==> config.mk <==
export PLATFORM = sky130hd
export DESIGN_NAME = pong_game_controller
export DESIGN_NICKNAME = d
export VERILOG_FILES = /design/src/rtl/pong_pkg.sv /design/src/rtl/serve_timer.sv /design/src/rtl/pong_game_controller.sv
export SDC_FILE = /design/constraint.sdc
export NUM_CORES = 1
export LEC_CHECK = 0
export ABC_AREA = 0
export BUFFER_PORTS_ARGS = -buffer_cell sky130_fd_sc_hd__buf_4
export CAP_MARGIN = 20
export CELL_PAD_IN_SITES_DETAIL_PLACEMENT = 0
export CELL_PAD_IN_SITES_GLOBAL_PLACEMENT = 1
export CORE_MARGIN = 1
export CORE_UTILIZATION = 35
export CTS_BUF_LIST = sky130_fd_sc_hd__clkbuf_4
export CTS_CLUSTER_DIAMETER = 50
export DETAILED_ROUTE_END_ITERATION = 10
export PLACE_DENSITY = 0.72
export SLEW_MARGIN = 30
export SYNTH_ARGS = -nofsm -noshare
export SYNTH_HDL_FRONTEND = slang
export SYNTH_HIERARCHICAL = 1
export SYNTH_SLANG_ARGS = --single-unit
export TNS_END_PERCENT = 10
==> constraint.sdc <==
create_clock -name clk -period 4.4 [get_ports clk]
set_input_delay 0 -clock clk [delete_from_list [all_inputs] [get_ports clk]]
set_output_delay 0 -clock clk [all_outputs]
set_load 0.05 [all_outputs]
==> src/rtl/pong_pkg.sv <==
`default_nettype none
// ============================================================================
// Module      : pong_pkg
// Description : Shared types and constants for the pong match controller:
//               game state encoding, field widths, score-bit positions and
//               a saturating score increment helper.
// Revision    : 1.0 - initial release
// ============================================================================
package pong_pkg;

    localparam int SCORE_W = 8;
    localparam int VEL_W   = 8;
    localparam int TIMER_W = 16;

    localparam logic [SCORE_W-1:0] SCORE_MAX = 8'd255;
    localparam int SCORE_LEFT_BIT  = 1;
    localparam int SCORE_RIGHT_BIT = 0;

    typedef enum logic [1:0] {
        GS_IDLE      = 2'd0,
        GS_SERVE     = 2'd1,
        GS_PLAY      = 2'd2,
        GS_GAME_OVER = 2'd3
    } game_state_t;

    // Scores stick at SCORE_MAX instead of wrapping to zero.
    function automatic logic [SCORE_W-1:0] sat_inc(input logic [SCORE_W-1:0] s);
        return (s == SCORE_MAX) ? s : s + 1'b1;
    endfunction

endpackage
`default_nettype wire

==> src/rtl/serve_timer.sv <==
`default_nettype none
// ============================================================================
// Module      : serve_timer
// Description : Frame-tick down-counter that paces the SERVE phase.
//   clk, rst : clock, synchronous active-high reset (count -> 0)
//   load     : reload the count with DELAY (wins over tick)
//   tick     : one frame elapsed; decrements a non-zero count
//   done     : combinational, high on the tick that consumes the last frame
// Revision    : 1.0 - initial release
// ============================================================================
module serve_timer
    import pong_pkg::*;
#(
    parameter int unsigned DELAY = 60
) (
    input  logic clk,
    input  logic rst,
    input  logic load,
    input  logic tick,
    output logic done
);

    localparam logic [TIMER_W-1:0] LOAD_VAL = TIMER_W'(DELAY);

    logic [TIMER_W-1:0] count_q;
    logic [TIMER_W-1:0] count_d;

    always_comb begin
        count_d = count_q;
        if (load) begin
            count_d = LOAD_VAL;
        end else if (tick && (count_q != '0)) begin
            count_d = count_q - 1'b1;
        end
    end

    always_ff @(posedge clk) begin
        if (rst) begin
            count_q <= '0;
        end else begin
            count_q <= count_d;
        end
    end

    // A tick that lands on a load cycle is swallowed by the reload, so the
    // caller sees exactly DELAY ticks after entering SERVE.
    assign done = tick && !load && (count_q == TIMER_W'(1));

endmodule
`default_nettype wire

==> src/rtl/pong_game_controller.sv <==
`default_nettype none
// ============================================================================
// Module      : pong_game_controller
// Description : Match-level controller for the pong physics core. Tracks
//               scores, runs IDLE/SERVE/PLAY/GAME_OVER and issues re-serve
//               position/velocity with a one-cycle ball_reset pulse.
//   Inputs  : clk, rst (sync, active-high), frame_tick, start,
//             dimensions {width,height}, player_did_score {left,right}
//   Outputs : score {left,right}, game_state, play_en, ball_reset,
//             ball_position_init {w/2,h/2}, ball_velocity_init {vx,vy},
//             winner {left,right}
//   Build option : define PONG_WIN_BY_TWO_EN to require a two-point lead.
// Revision    : 1.0 - initial release
// ============================================================================
module pong_game_controller
    import pong_pkg::*;
#(
    parameter int unsigned       WIN_SCORE   = 11,
    parameter int unsigned       SERVE_DELAY = 60,
    parameter logic signed [7:0] SERVE_VX    = 8'sd2,
    parameter logic signed [7:0] SERVE_VY    = 8'sd1
) (
    input  logic        clk,
    input  logic        rst,
    input  logic        frame_tick,
    input  logic        start,
    input  logic [31:0] dimensions,
    input  logic [1:0]  player_did_score,
    output logic [15:0] score,
    output logic [1:0]  game_state,
    output logic        play_en,
    output logic        ball_reset,
    output logic [31:0] ball_position_init,
    output logic [15:0] ball_velocity_init,
    output logic [1:0]  winner
);

`ifdef PONG_WIN_BY_TWO_EN
    localparam bit WIN_BY_TWO = 1'b1;
`else
    localparam bit WIN_BY_TWO = 1'b0;
`endif

    game_state_t        state_q,      state_d;
    logic [SCORE_W-1:0] score_l_q,    score_l_d;
    logic [SCORE_W-1:0] score_r_q,    score_r_d;
    logic [1:0]         winner_q,     winner_d;
    logic               ball_reset_q, ball_reset_d;
    logic               play_en_q,    play_en_d;
    logic [31:0]        pos_q,        pos_d;
    logic [15:0]        vel_q,        vel_d;
    logic               vy_neg_q,     vy_neg_d;

    logic serve_now;     // entering SERVE on this edge
    logic serve_first;   // first serve of a match: vy restarts positive
    logic serve_vx_neg;  // serve toward the left player
    logic timer_done;
    logic left_pt;
    logic right_pt;

    // Win check on the scorer's post-point total. With win-by-two, a point
    // scored from 255-255 ends the game since neither side can pull ahead.
    function automatic logic is_win(input logic [SCORE_W-1:0] old_s,
                                    input logic [SCORE_W-1:0] new_s,
                                    input logic [SCORE_W-1:0] other);
        logic reached;
        logic lead2;
        logic both_max;
        reached  = 32'(new_s) >= WIN_SCORE;
        lead2    = {1'b0, new_s} >= ({1'b0, other} + 9'd2);
        both_max = (old_s == SCORE_MAX) && (other == SCORE_MAX);
        return WIN_BY_TWO ? ((reached && lead2) || both_max) : reached;
    endfunction

    assign left_pt  = player_did_score[SCORE_LEFT_BIT]  & ~player_did_score[SCORE_RIGHT_BIT];
    assign right_pt = player_did_score[SCORE_RIGHT_BIT] & ~player_did_score[SCORE_LEFT_BIT];

    serve_timer #(
        .DELAY (SERVE_DELAY)
    ) u_serve_timer (
        .clk  (clk),
        .rst  (rst),
        .load (serve_now),
        .tick (frame_tick),
        .done (timer_done)
    );

    always_comb begin
        state_d      = state_q;
        score_l_d    = score_l_q;
        score_r_d    = score_r_q;
        winner_d     = winner_q;
        pos_d        = pos_q;
        vel_d        = vel_q;
        vy_neg_d     = vy_neg_q;
        serve_now    = 1'b0;
        serve_first  = 1'b0;
        serve_vx_neg = 1'b0;

        unique case (state_q)
            GS_IDLE, GS_GAME_OVER: begin
                if (start) begin
                    score_l_d   = '0;
                    score_r_d   = '0;
                    winner_d    = 2'b00;
                    state_d     = GS_SERVE;
                    serve_now   = 1'b1;
                    serve_first = 1'b1;
                end
            end
            GS_SERVE: begin
                if (timer_done) begin
                    state_d = GS_PLAY;
                end
            end
            GS_PLAY: begin
                if (left_pt) begin
                    score_l_d = sat_inc(score_l_q);
                    if (is_win(score_l_q, score_l_d, score_r_q)) begin
                        state_d  = GS_GAME_OVER;
                        winner_d = 2'b10;
                    end else begin
                        state_d   = GS_SERVE;
                        serve_now = 1'b1;
                    end
                end else if (right_pt) begin
                    score_r_d = sat_inc(score_r_q);
                    if (is_win(score_r_q, score_r_d, score_l_q)) begin
                        state_d  = GS_GAME_OVER;
                        winner_d = 2'b01;
                    end else begin
                        state_d      = GS_SERVE;
                        serve_now    = 1'b1;
                        serve_vx_neg = 1'b1;
                    end
                end
            end
            default: state_d = GS_IDLE;
        endcase

        // Serve parameters are latched alongside the ball_reset pulse and
        // held until the next serve.
        if (serve_now) begin
            vy_neg_d = serve_first ? 1'b0 : ~vy_neg_q;
            pos_d    = {dimensions[31:16] >> 1, dimensions[15:0] >> 1};
            vel_d    = {serve_vx_neg ? -SERVE_VX : SERVE_VX,
                        vy_neg_d     ? -SERVE_VY : SERVE_VY};
        end

        ball_reset_d = serve_now;
        play_en_d    = (state_d == GS_PLAY);
    end

    always_ff @(posedge clk) begin
        if (rst) begin
            state_q      <= GS_IDLE;
            score_l_q    <= '0;
            score_r_q    <= '0;
            winner_q     <= 2'b00;
            ball_reset_q <= 1'b0;
            play_en_q    <= 1'b0;
            pos_q        <= '0;
            vel_q        <= '0;
            vy_neg_q     <= 1'b0;
        end else begin
            state_q      <= state_d;
            score_l_q    <= score_l_d;
            score_r_q    <= score_r_d;
            winner_q     <= winner_d;
            ball_reset_q <= ball_reset_d;
            play_en_q    <= play_en_d;
            pos_q        <= pos_d;
            vel_q        <= vel_d;
            vy_neg_q     <= vy_neg_d;
        end
    end

    assign score              = {score_l_q, score_r_q};
    assign game_state         = state_q;
    assign play_en            = play_en_q;
    assign ball_reset         = ball_reset_q;
    assign ball_position_init = pos_q;
    assign ball_velocity_init = vel_q;
    assign winner             = winner_q;

endmodule
`default_nettype wire

Word level (Yosys, flattened, before mapping)
Index checks and enable logic that the tools add are counted.
{"block": "op_classes", "eq_ne": 14, "magnitude_cmp": 2, "n_reduce_logical": 13, "mux": 35, "add_sub_neg": 3, "n_bitwise": 5}
{"op": "two-way mux 8 bit", "count": 8}
{"op": "case mux 8 bit (2 select lines)", "count": 2}
{"op": "two-way mux 2 bit", "count": 11}
{"op": "adder 8 x 1 -> 8 bit (second input constant)", "count": 2}
{"op": "== test 16 x 1 -> 1 bit (second input constant)", "count": 1}
{"op": "== test 8 bit (second input constant)", "count": 2}
{"op": ">= comparator 8 x 4 -> 1 bit (second input constant)", "count": 2}
{"op": "nonzero test 16 bit", "count": 1}
{"op": "subtractor 16 x 1 -> 16 bit (second input constant)", "count": 1}
{"op": "two-way mux 6 bit", "count": 2}
{"op": "two-way mux 1 bit", "count": 9}
{"op": "inequality test 3 bit (second input constant)", "count": 3}
{"op": "inequality test 2 bit (second input constant)", "count": 4}
{"op": "== test 2 bit (second input constant)", "count": 3}
{"op": "case mux 2 bit (3 select lines)", "count": 1}
{"op": "AND reduction 5 bit", "count": 1}
{"op": "case mux 2 bit (2 select lines)", "count": 1}
{"op": "AND reduction 4 bit", "count": 1}
{"op": "nonzero test 2 bit", "count": 2}
{"op": "OR reduction 2 bit", "count": 2}
{"op": "logical AND 1 bit", "count": 3}
{"op": "inverter 1 bit", "count": 3}
{"op": "AND reduction 3 bit", "count": 1}
{"op": "AND 1 bit", "count": 2}
{"op": "other kinds (4)", "count": 4}
{"block": "totals", "in_bits": 38, "regBits": 85, "output_inout_bits": 70}

Longest topological paths before layout
{"block": "depth", "word_depth": 13, "mapped_depth": 17}

Modules after synthesis
The synthesis kept the hierarchy.
{"mod": "pong_game_controller", "instances": 1, "seq_area_each_um2": 1101.1, "cells_per_inst": 371, "area_per_inst_um2": 3034.2}
{"mod": "serve_timer", "instances": 1, "seq_area_each_um2": 320.3, "cells_per_inst": 105, "area_per_inst_um2": 885.8}

Worst setup path before layout
OpenSTA, ideal clock, no wires.
{"block": "synth_timing", "kind": "register to register", "from": "reg score_r_q[0]", "to": "reg play_en_q (netlist: play_en)", "path_stages_with_launch": 18, "setup_slack_ns": 1.187, "arrival_ns": 3.126, "n_path_buf": 3, "synth_period_minus_slack_ns": 3.213, "required_time_ns": 4.313, "cell_sequence": "dfxtp_1 ha_1 buf_6 and3b_1 o2111ai_1 a221oi_2 o211ai_1 o211a_1 buf_6 buf_8 inv_2 nor4b_1 nand2_1 nor3_1 o21ai_0 nor2_1 a21oi_1 o31ai_1"}
{"block": "synth_between", "elab_chain_len": 13, "elab_cells_between_ends": 17}
{"element": "start, declared", "line_no": "pong_game_controller.sv:46", "rtl": "logic [SCORE_W-1:0] score_r_q, score_r_d;"}
{"element": "start signal, assigned", "line_no": "pong_game_controller.sv:168", "rtl": "score_r_q <= score_r_d;"}
{"element": "adder 8 x 1 -> 8 bit / == test 8 bit (equally long branches)"}
{"element": "two-way mux 8 bit (*)", "line_no": "pong_pkg.sv:28", "rtl": "return (s == SCORE_MAX) ? s : s + 1'b1;"}
{"element": ">= comparator 8 x 4 -> 1 bit (*)", "line_no": "pong_game_controller.sv:69", "rtl": "reached = 32'(new_s) >= WIN_SCORE;"}
{"element": "two-way mux 1 bit (*)", "line_no": "pong_game_controller.sv:128", "rtl": "if (is_win(score_r_q, score_r_d, score_l_q)) begin"}
{"element": "two-way mux 1 bit (*)", "line_no": "pong_game_controller.sv:126", "rtl": "end else if (right_pt) begin"}
{"element": "two-way mux 1 bit (*)", "line_no": "pong_game_controller.sv:117", "rtl": "if (left_pt) begin"}
{"element": "case mux 1 bit (2 select lines) (*)", "line_no": "pong_game_controller.sv:100", "rtl": "unique case (state_q)"}
{"element": "net ball_reset_d", "line_no": "pong_game_controller.sv:48", "rtl": "logic ball_reset_q, ball_reset_d;"}
{"element": "logical NOT 1 bit (*)", "line_no": "serve_timer.sv:47", "rtl": "assign done = tick && !load && (count_q == TIMER_W'(1));"}
{"element": "logical AND 1 bit (*) (2 in a row)", "line_no": "serve_timer.sv:47"}
{"element": "net timer_done", "line_no": "pong_game_controller.sv:57", "rtl": "logic timer_done;"}
{"element": "two-way mux 2 bit (*)", "line_no": "pong_game_controller.sv:112", "rtl": "if (timer_done) begin"}
{"element": "case mux 2 bit (3 select lines) (*)", "line_no": "pong_game_controller.sv:100"}
{"element": "== test 2 bit (*)", "line_no": "pong_game_controller.sv:151", "rtl": "play_en_d = (state_d == GS_PLAY);"}
{"element": "end signal, assigned", "line_no": "pong_game_controller.sv:171", "rtl": "play_en_q <= play_en_d;"}
{"element": "end, declared", "line_no": "pong_game_controller.sv:49", "rtl": "logic play_en_q, play_en_d;"}
The timed path passes the listed nets; every way through them passes the cells marked *.
A chain may end at the register's enable or synchronous reset.

Worst setup path in the final report
Ends and elaborated chain as after synthesis.

==> results.yml <==
floorplanning:
  die_area_mm2: 0.01163
  die_x_um: 107.8
  ios: 108
  initial_utilization: 0.3600
  coreArea_mm2: 0.01089
  die_y_um: 107.8
  rows: 38
critical_path:
  r2r_slack_ps: 1240
  path_delay_family: "compound AO/OA/AOI/OAI gates"
  worst_r2r_endpoint: "play_en"
  reg2reg_from: "score_r_q[0]"
  crit_required_ps: 4730
  crit_arrival_ps: 3490
  worstSetupPathType: "reg2reg"
  startpoint_type: "flop"
  cpPeakStageDelay_ps: 480
  crit_chain: "ha_1 -> and3b_1 -> o2111ai_1 -> a221oi_2 -> o211ai_1 -> o211a_2 -> inv_2 -> nor4b_1 -> nand2_1 -> nor3_1 -> o21ai_0 -> nor2_1 -> a21oi_1 -> o31ai_1"
  critPathBufInv: 1
  path_max_fanout: 10
  startpoint: "score_r_q[0]"
  reg2reg_depth: 14
  cp.depth: 14
  crit_slowest_cell: "dfxtp_1"
  critical_path.endpoint_type: "flop"
logic_synthesis:
  synth-seq-cells: 71
  async_flop_share: 0
  ys_warn_count: 6
  synth.cell_area_mm2: 0.003920
  synth_cell_type_count: 66
  avgSynthCellArea_um2: 8.235
  synth-edff-count: 0
  synth_cells: 476
  seq_area_frac_synth: 0.3626
  ys.flop_type: "dfxtp_1"
global_routing:
  gr-usage-met2: 0.2711
  grt_use_met1: 0.2353
  first_global_vias: 3531
  gr-usage-all-layers: 0.1805
  busiest_layer: "met2"
  grt_start_max_net_pins: 63
  grt_pass1_wl_mm: 16.60
  antenna_found_initial: 1
  met3_usage: 0.05387
  gr-total-overflow: 0
min_path:
  min_path_type: "in2reg"
  hold_depth: 4
  min_to: "game_state[0]"
  hp-start: "start"
pwr:
  p_comb_frac: 0.537
  powerDensity_mw_per_mm2: 589.2
  p_sw_mw: 1.405
  power.internal_mw: 1.578
  ir_worst_vdd_mv: 0.3650
  clkPwrFrac: 0.158
  swShare: 0.4710
  seq_power_share: 0.304
  p_leak_nw: 2.256
placement:
  dp_hpwl_mm: 6.579
  placed_area_mm2: 0.004584
  portBuffers: 102
  gp_congestion: 0.7780
timing:
  rsz0062_at_grt: "false"
  final.min_clock_period_ps: 3156
  setup_violations: 0
  fmax_mhz: 316.9
  drv_slew: 0
  setup_tns_ps: 0
  hold_viol_final: 0
  worst_pin_slew_ps: 757.2
  worst_slew_margin_rel: 0.4946
  fin_crit_sh: 0.7172
  clock_skew_ps: 23.72
detailed_routing:
  drtIter0Drc: 188
  route.detailed.drc: 0
  drt_pass1_iterations: 4
  ant_nets: 0
  num_vias: 3748
  wl_per_cell_um: 13.51
  routed_wl_mm: 9.806
  viasPerCell: 5.163
cells_and_area:
  multi_input_area_mm2: 0.002158
  fin_util: 0.4651
  seqCellArea_mm2: 0.001421
  area_growth_pct: 29.17
  drive_gt1_frac: 0.2256
  fin_area_mm2: 0.005064
  fill_cells: 1076
  fin_nets: 627
clock_tree:
  cts_sinks: 71
  clk-insertion-delay-late_ps: 450
  cts_tree: "done"
  htreeDepth: 3
  clk_pin_slew_ps: 120
  cts_root_buf: "clkbuf_4"
  numCtsBuffers: 9
  cts.path.max_buffers: 2
job:
  maxCapViolations: 0
outcome:
  status: "complete, no violations"
## area by class of cell
| type | count | share of cell area |
|---|---|---|
| sequential | 71 | 0.2807 |
| inverter | 13 | 0.009884 |
| clock buffer | 9 | 0.01334 |
| clock inverter | 7 | 0.01730 |
| multi-input combinational | 349 | 0.4262 |
| tap | 140 | 0.03459 |
| antenna | 1 | 0.0004942 |
| timing repair buffer | 136 | 0.2174 |
## worst reg2reg max path, cell delays in order, from the launching register on
cell and delay (ps):
dfxtp_1 480, ha_1 400, and3b_1 230, o2111ai_1 260
a221oi_2 90, o211ai_1 150, o211a_2 250, inv_2 80
nor4b_1 240, nand2_1 80, nor3_1 230, o21ai_0 160
nor2_1 100, a21oi_1 50, o31ai_1 270
## how the worst max path moves through the flow
stage	endpoint
after floorplan	play_en
after global placement	play_en
after detailed placement	play_en
after CTS	play_en
after global routing	play_en
final	play_en
## Yosys cell counts (3+ instances only)
library cell / n / area share
o21ai_0: 14 / 0.018
ha_1: 9 / 0.029
a211oi_1: 9 / 0.017
a21oi_1: 32 / 0.041
o21ai_1: 3 / 0.0038
clkbuf_1: 20 / 0.019
nor4_1: 4 / 0.0064
nor3_1: 13 / 0.017
nor2b_1: 4 / 0.0064
nor2_1: 26 / 0.025
a21o_1: 4 / 0.0077
and3_1: 8 / 0.013
mux2i_1: 33 / 0.084
o31ai_1: 9 / 0.017
o211ai_1: 5 / 0.0096
or3_1: 5 / 0.0080
dfxtp_1: 71 / 0.36
buf_4: 16 / 0.031
buf_6: 3 / 0.0086
and2_1: 4 / 0.0064
nand3_1: 10 / 0.013
a31oi_1: 5 / 0.0080
nor4b_1: 3 / 0.0067
inv_1: 11 / 0.011
nand4_1: 6 / 0.0096
nand2b_1: 5 / 0.0080
buf_2: 3 / 0.0038
nand2_1: 88 / 0.084
## cell families after synthesis
kind of cell	after synthesis	synth area share
fa+ha+maj	9	0.02873
compound gates	107	0.1819
flops	71	0.3626
other cells	1	0.0009566
buf+inv	58	0.08873
simple gates	197	0.2528
mux	33	0.08427
## routing by layer
layer | wire (um) | vias to the layer above | part of all wire
met2 | 4174 | 117 | 0.43
met1 | 4724 | 1716 | 0.48
met3 | 711 | 14 | 0.073
li1 | - | 1901 | -
met5 | 0 | - | 0
met4 | 195 | 0 | 0.020
## power by group through the flow
stage | combinational, mW | clock (mW) | sequential, mW
floorplan | 0.933 | 0 | 1.24
global placement | 1.57 | 0 | 0.911
detailed placement | 1.58 | 0 | 0.916
CTS | 1.61 | 0.490 | 0.906
global route | 1.74 | 0.511 | 0.933
finish | 1.60 | 0.472 | 0.908
## repair_timing
item / CTS / global route
hold endpoints to repair: 53 / 0
setup buffers: 0 / 0
hold buffers: 32 / 0
gates resized for setup: 0 / 0
## cell usage in the layout, fill, tap and decap left out, drive strengths merged, types with 3 or more instances in the layout
cell	instances
a211oi	9
a21o	4
a21oi	32
a31oi	5
and2	4
and3	9
buf	104
clkbuf	9
clkinv	5
conb	3
dfxtp	71
dlygate4sd3	32
ha	9
inv	12
mux2i	33
nand2	88
nand2b	5
nand3	10
nand4	6
nor2	26
nor2b	4
nor3	13
nor4	4
nor4b	4
o211ai	5
o21ai	17
o31ai	9
or3	8
or4	4
## state kept, by name (all words and copies together) (netlist names)
register               flops
ball_position_init        30
u_serve_timer/count_q     16
score_l_q                  8
score_r_q                  8
ball_velocity_init         3
game_state                 2
winner                     2
ball_reset                 1
play_en                    1
## per-stage QoR
stage / power (mW) / hold WS (ps) / cells / worst slack, ps
floorplan: 2.173 / 69.07 / 478 / 1187
global placement: 2.485 / 253.6 / 677 / 1359
detailed placement: 2.500 / 260.0 / 677 / 1278
CTS: 3.005 / 7.471 / 725 / 1246
global route: 3.185 / 41.04 / 726 / 926.9
finish: 2.983 / 59.18 / 726 / 1244
No activity file was read; power rests on OpenSTA's default activity.
